## src/rtl/riscv_icu_launcher.sv

```systemverilog
// riscv_icu_launcher: EX-stage issue/stall control for the multi-cycle
// multiplier, with flush drain and a watchdog against a hung unit.
module riscv_icu_launcher #(
  parameter int XLEN     = 64,
  parameter int MAX_WAIT = 64
) (
  input  logic            i_riscv_launch_clk,
  input  logic            i_riscv_launch_rst,
  input  logic            i_riscv_launch_req_valid,
  input  logic [1:0]      i_riscv_launch_funcsel,
  input  logic            i_riscv_launch_flush,
  input  logic            i_riscv_launch_unit_valid,
  input  logic [XLEN-1:0] i_riscv_launch_unit_result,
  output logic            o_riscv_launch_unit_start,
  output logic            o_riscv_launch_stall,
  output logic [XLEN-1:0] o_riscv_launch_result,
  output logic            o_riscv_launch_result_valid,
  output logic            o_riscv_launch_timeout
);

  localparam int CW = $clog2(MAX_WAIT) + 1;

  typedef enum logic [1:0] {
    IDLE,
    BUSY,
    DONE,
    DRAIN
  } state_t;

  state_t        state;
  logic [CW-1:0] cnt;
  logic [CW-1:0] cnt_inc;
  logic          is_mul;
  logic          launch;
  logic          limit;

  assign is_mul  = i_riscv_launch_req_valid &
                   (i_riscv_launch_funcsel == 2'b00);
  assign launch  = is_mul & ~i_riscv_launch_flush;
  assign cnt_inc = cnt + CW'(1);
  // >= so a flush taken on the limit cycle still times out in DRAIN
  assign limit   = cnt_inc >= CW'(MAX_WAIT - 1);

  always_comb begin
    o_riscv_launch_unit_start   = 1'b0;
    o_riscv_launch_stall        = 1'b0;
    o_riscv_launch_result_valid = 1'b0;
    unique case (state)
      IDLE: begin
        o_riscv_launch_unit_start = launch;
        o_riscv_launch_stall      = launch;
      end
      BUSY:  o_riscv_launch_stall        = 1'b1;
      DONE:  o_riscv_launch_result_valid = 1'b1;
      DRAIN: o_riscv_launch_stall        = is_mul;
      default: ;
    endcase
    if (i_riscv_launch_rst) begin
      o_riscv_launch_unit_start   = 1'b0;
      o_riscv_launch_stall        = 1'b0;
      o_riscv_launch_result_valid = 1'b0;
    end
  end

  always_ff @(posedge i_riscv_launch_clk or posedge i_riscv_launch_rst) begin
    if (i_riscv_launch_rst) begin
      state                  <= IDLE;
      cnt                    <= '0;
      o_riscv_launch_result  <= '0;
      o_riscv_launch_timeout <= 1'b0;
    end else begin
      unique case (state)
        IDLE: begin
          if (launch) begin
            cnt   <= '0;
            state <= BUSY;
          end
        end
        BUSY: begin
          cnt <= cnt_inc;
          if (i_riscv_launch_flush) begin
            state <= i_riscv_launch_unit_valid ? IDLE : DRAIN;
          end else if (i_riscv_launch_unit_valid) begin
            o_riscv_launch_result <= i_riscv_launch_unit_result;
            state                 <= DONE;
          end else if (limit) begin
            o_riscv_launch_timeout <= 1'b1;
            o_riscv_launch_result  <= '0;
            state                  <= DONE;
          end
        end
        DONE: state <= IDLE;
        DRAIN: begin
          cnt <= cnt_inc;
          if (i_riscv_launch_unit_valid) begin
            state <= IDLE;
          end else if (limit) begin
            o_riscv_launch_timeout <= 1'b1;
            state                  <= IDLE;
          end
        end
        default: state <= IDLE;
      endcase
    end
  end

endmodule
```

## config.mk

```make
export PLATFORM = sky130hd
export DESIGN_NAME = riscv_icu_launcher
export DESIGN_NICKNAME = d
export VERILOG_FILES = /design/src/rtl/riscv_icu_launcher.sv
export SDC_FILE = /design/constraint.sdc
export NUM_CORES = 1
export LEC_CHECK = 0
export CORE_MARGIN = 3
export CORE_UTILIZATION = 49
export CTS_BUF_LIST = sky130_fd_sc_hd__clkbuf_2 sky130_fd_sc_hd__clkbuf_4 sky130_fd_sc_hd__clkbuf_8
export DETAILED_ROUTE_END_ITERATION = 8
export GPL_TIMING_DRIVEN = 0
export PLACE_DENSITY_LB_ADDON = 0.08
export RECOVER_POWER = 25
export REMOVE_ABC_BUFFERS = 1
export SLEW_MARGIN = 5
export SYNTH_ARGS = -nofsm -noshare
export SYNTH_HDL_FRONTEND = slang
export SYNTH_SLANG_ARGS = --single-unit
```

## constraint.sdc

```tcl
create_clock -name i_riscv_launch_clk -period 7.5 [get_ports i_riscv_launch_clk]
set_clock_uncertainty 0.1 [all_clocks]
set_input_delay 0.75 -clock i_riscv_launch_clk [delete_from_list [all_inputs] [get_ports i_riscv_launch_clk]]
set_output_delay 0.75 -clock i_riscv_launch_clk [all_outputs]
set_load 0.05 [all_outputs]
```

# Word-level counts from Yosys, hierarchy flattened
# Index checks and enable logic that the tools add are counted.
# word_totals
reg_bits,74
latchBits,0
mem_bits_rw,0
mem_bits_ro,0
output_inout_bits,68
memories,0
# classes
n_addsub,1
mul,0
div,0
n_lt_le_gt_ge,1
eq_ne,7
shift,0
muxes,22
n_bitwise,3
n_reduce_logical,10
# ops
op,n
64-bit two-way mux,2
2-bit two-way mux,7
7-bit case mux with 2 select lines,1
1-bit two-way mux,8
2-bit case mux with 4 select lines,1
7-bit by 1-bit adder with 7-bit output (second input constant),1
7-bit by 6-bit >= comparator with 1-bit output (second input constant),1
7-bit two-way mux,1
3-bit AND reduction,2
2-bit nonzero test,3
2-bit == test (second input constant),2
2-bit logical NOT,2
2-bit != test (second input constant),2
4-bit != test (second input constant),1
2-bit AND reduction,2
3-bit != test (second input constant),1
1-bit case mux with 3 select lines,1
1-bit bitwise AND,2
2-bit by 1-bit == test with 1-bit output (second input constant),1
1-bit case mux with 2 select lines,1
2-bit OR reduction,1
1-bit inverter,1

# Depth between registers and ports, before layout
# logic_depth
ltp_word,6
ltp_mapped,8

# Least setup slack after synthesis
# No wires, ideal clock.
# synth_timing
path_kind,input-to-output
from,input port i_riscv_launch_rst
to,output port o_riscv_launch_result_valid
t_arrival_ns,2.944
required_time_ns,6.650
path_slack_ns,3.706
stages,2
n_path_buf,0
cell_sequence,inv_1 and3_1
# synth_via
elab_chain_len,1
# synth_lines
item,line_no,source
"start, declared",8,"input logic i_riscv_launch_rst,"
1-bit two-way mux,58,if (i_riscv_launch_rst) begin
"end, declared",17,"output logic o_riscv_launch_result_valid,"
# No other way between the ends.

# Worst setup path in the final report
# Ends and elaborated chain as after synthesis.

==> results.md <==
- In the final design database the tool counted 552 nets.
- The final design instance area without fill is 5270 µm².
- For this run, the total global-route usage over all layers was measured as 0.227.
- The longest clock path from root to sink contains 2 buffers.
- The cell class contributing the biggest share of worst-path delay is buffers and inverters.
- The count of pins over their slew limit is 0.
- The total placed cells including tap cells is 564.
- The synthesized netlist occupies a cell area of 3570 µm².
- The transition time at the pin with the least slew margin is 1.26 ns.
- The worst-case IR drop observed on VDD is 0.201 mV.
- The clock latency of the later-clocked register in the worst-skew pair is 0.33 ns.
- The final cycle utilization of the critical path is 0.631.
- The initial antenna violation count came to 0.
- The count of nets left with antenna violations once routing finished came out at 0.
- The core outline area is 6940 µm².
- The clock-pin slew reported for the worst setup and hold paths after clock tree synthesis is 0.07 ns.
- The floorplan die height is 91.4 µm.
- The capturing instance or port of the critical path is o_riscv_launch_result_valid.
- After synthesis the netlist holds a flip-flop and latch count of 74.
- Summed over all failing endpoints, the final setup total negative slack is 0 ns.
- Yosys attributes the largest share of cell area to sky130_fd_sc_hd__dfrtp_1 52%, sky130_fd_sc_hd__a22oi_1 14%, sky130_fd_sc_hd__o21ai_2 10%, sky130_fd_sc_hd__inv_1 7.1%, sky130_fd_sc_hd__o21ai_0 4.6%.
- The overall power is 1.68 mW.
- Global routing finished with a remaining overflow of 0.
- The maximum net fanout on the critical path is 50.
- The cell count after synthesis is 346.
- Post-CTS repair changed the size of 0 cells.
- Excluding fillers, the count of instances in the completed layout stands at 579.
- The number of library cell types mapped by synthesis is 35.
- The sequential area share after synthesis is 0.518.
- The boundary pin count is 139.
- The die covers 8350 µm².
- The flow ran to the end, and the final reports show no timing, DRC or antenna violations.
- In this run the tool buffered the top-level ports with 138 buffer cells.
- In the final routed layout, each cell accounts on average for 15.8 µm.
- The antenna cell count is 0.
- The first-pass iteration count of the detailed router is 6.
- Dividing total power by cell area gives a power density of 319 nW/µm².
- The first global-routing pass estimated 15400 µm of wire.
- For this design the static power due to leakage is 2.52 nW.
- At the end of routability-driven placement, the weighted congestion stood at 0.733.
- The average footprint of a synthesized cell is 10.3 µm².
- In this run the most critical hold path is launched from o_riscv_launch_timeout.
- The worst endpoint required time is 6.65 ns.
- The synthesized design spends more area on one cell type than any other, namely sky130_fd_sc_hd__dfrtp_1.
- The share of synthesized area in the top cell type comes to 0.518.
- The number of rows created at floorplan is 30.
- Buffers added to address setup during post-CTS repair amount to 0.
- The number of H-tree levels is 3.
- Setup violations remaining at the end of the flow were counted as 0.
- In the routed layout, each cell is associated on average with a via count of 5.34.
- The routed wire length is 9170 µm.
- Measured against its own limit, the worst slew margin works out to 0.156.
- In the layout the commonest cells are 137 x sky130_fd_sc_hd__clkdlybuf4s50_1, 74 x sky130_fd_sc_hd__dfrtp_1, 67 x sky130_fd_sc_hd__inv_1.
- The count of buffering cells on the critical path with inverters included is 4.
- The detailed router finished its first iteration with 207 violations.
- TritonCTS built the clock tree.
- For flop-to-flop paths, the worst setup slack is 5.05 ns.
- Once detailed placement completed, the half-perimeter wirelength came to 6480 µm.
- STA classifies the critical path endpoint as a primary output.
- The via count of the first global-routing pass came to 3059.
- The initial utilization of the core area, before any placement, comes to 0.515.
- Leaving out fill and tap cells, the most frequent cell in the layout is sky130_fd_sc_hd__clkdlybuf4s50_1.
- The worst setup path is of the input port to primary output kind.
- The number of buffers added by the clock tree synthesis step is 9.
- The count of clock tree sinks is 74.
- The final critical delay including setup and external delays is 4.74 ns.
- The largest single stage delay on the critical path is 1.00 ns.
- The critical path startpoint category is an input port.
- From left edge to right edge, the die measures 91.4 µm.
- Setup repair after global routing left no endpoint under its margin.
- Walking the worst path, the cells encountered are dlygate4sd3_1, clkinvlp_2, buf_16, and3_1, clkdlybuf4s50_1.
- The worst path arrival time is 3.89 ns.
- The capturing point of the worst reg2reg path is o_riscv_launch_result[33].
- The root cell of the clock tree is sky130_fd_sc_hd__clkbuf_8.
- The maximum clock frequency is 211 MHz.
- The tool flagged a number of max-cap violations equal to 0.
- The number of hold violations in the final report came to 0.
- The Yosys step of the flow raised 0 warnings.
- Tracing the worst setup path back leads to its startpoint at i_riscv_launch_rst.
- The depth of the worst register-to-register path is 7.
- In this run the number of cells on the critical path is 5.
- The reg-to-reg startpoint is cnt[0].
- The min-delay analysis places its worst path in the category register to register.
- The total cell area at the placement stage is 5070 µm².
- The fraction of final layout cells with drive strength greater than 1 is 0.143.
- The maximum number of pins on one net before global-route repair is 51.
- The count of hold-fix buffers inserted at cts is 0.
- The detailed-route DRC error count is 0.
- On the critical path, the stage with the largest delay is an instance of sky130_fd_sc_hd__clkinvlp_2.
- From synthesis to final layout, the design area changed by 47.4%.
- The final standard cell utilization of the core is 0.758.
- The detailed router placed 3089 vias in this run.
[flip-flops by register name (all words and copies together) (netlist names)]
| name | cells |
|---|---|
| o_riscv_launch_result | 64 |
| cnt | 7 |
| state | 2 |
| o_riscv_launch_timeout | 1 |
[cell families after synthesis]
kind of cell | Yosys count | synth area share
multiplexers | 1 | 0.00280
flip-flops | 74 | 0.518
buffers and inverters | 91 | 0.119
AO/OA/AOI/OAI | 152 | 0.312
XOR/XNOR | 2 | 0.00490
adder cells (fa/ha/maj) | 2 | 0.00700
AND/OR/NAND/NOR | 24 | 0.0354
[report_power, final]
| group | internal [mW] | switching, mW |
|---|---|---|
| clock network | 0.168 | 0.138 |
| registers | 0.490 | 0.0846 |
| logic | 0.300 | 0.501 |
[per-layer routing]
| layer | up-vias | routed length, µm | GRT usage |
|---|---|---|---|
| met4 | 0 | 93 | 0.0741 |
| met3 | 6 | 667 | 0.0588 |
| li1 | 1469 | - | - |
| met1 | 1500 | 3880 | 0.299 |
| met5 | - | 0 | 0 |
| met2 | 114 | 4530 | 0.365 |
[synth_stat cells, drive strengths merged]
master   number
a21o          1
and3          3
clkbuf       10
a31oi         1
clkinv        1
o22ai         1
o211a         1
nor3b         1
nand4         2
nor2          4
or3           1
a22oi        65
a21oi         4
buf          12
nand2         8
xor2          2
nand3         2
o2111ai       2
o21bai        2
nor3          2
mux2i         1
and2          1
o21ai        74
dfrtp        74
ha            2
a221oi        1
inv          68
[stage by stage]
| step | hold slack (ns) | worst slack, ns |
|---|---|---|
| floorplan | 0.373 | 3.71 |
| global placement | 0.368 | 2.06 |
| detailed placement | 0.366 | 3.73 |
| CTS | 0.389 | 3.72 |
| global route | 0.427 | 2.41 |
| finish | 0.378 | 2.76 |
[worst min-delay path by stage]
stage                                  end  slack, ns  depth (start not counted)
floorplan                           cnt[5]       0.37                          1
finish              o_riscv_launch_timeout       0.38                          1
detailed placement  o_riscv_launch_timeout       0.37                          1
global placement    o_riscv_launch_timeout       0.37                          1
CTS                 o_riscv_launch_timeout       0.39                          1
global route        o_riscv_launch_timeout       0.43                          1
[final cells by class]
cell class	count	area (µm²)
Multi-Input combinational cell	181	1310
Timing Repair Buffer	144	1530
Inverter	69	260
Clock buffer	12	153
Sequential cell	74	1850
Tap cell	96	120
Fill cell	496	1680
Clock inverter	3	40.0
[worst register-to-register path, cell delays in order (launching register included)]
cell,delay [ns]
sky130_fd_sc_hd__dfrtp_1,0.44
sky130_fd_sc_hd__ha_1,0.31
sky130_fd_sc_hd__xor2_1,0.18
sky130_fd_sc_hd__o2111ai_1,0.22
sky130_fd_sc_hd__o2111ai_4,0.53
sky130_fd_sc_hd__buf_16,0.24
sky130_fd_sc_hd__buf_16,0.19
sky130_fd_sc_hd__o21ai_0,0.11
Note: power is estimated with default switching activity, not from simulation.
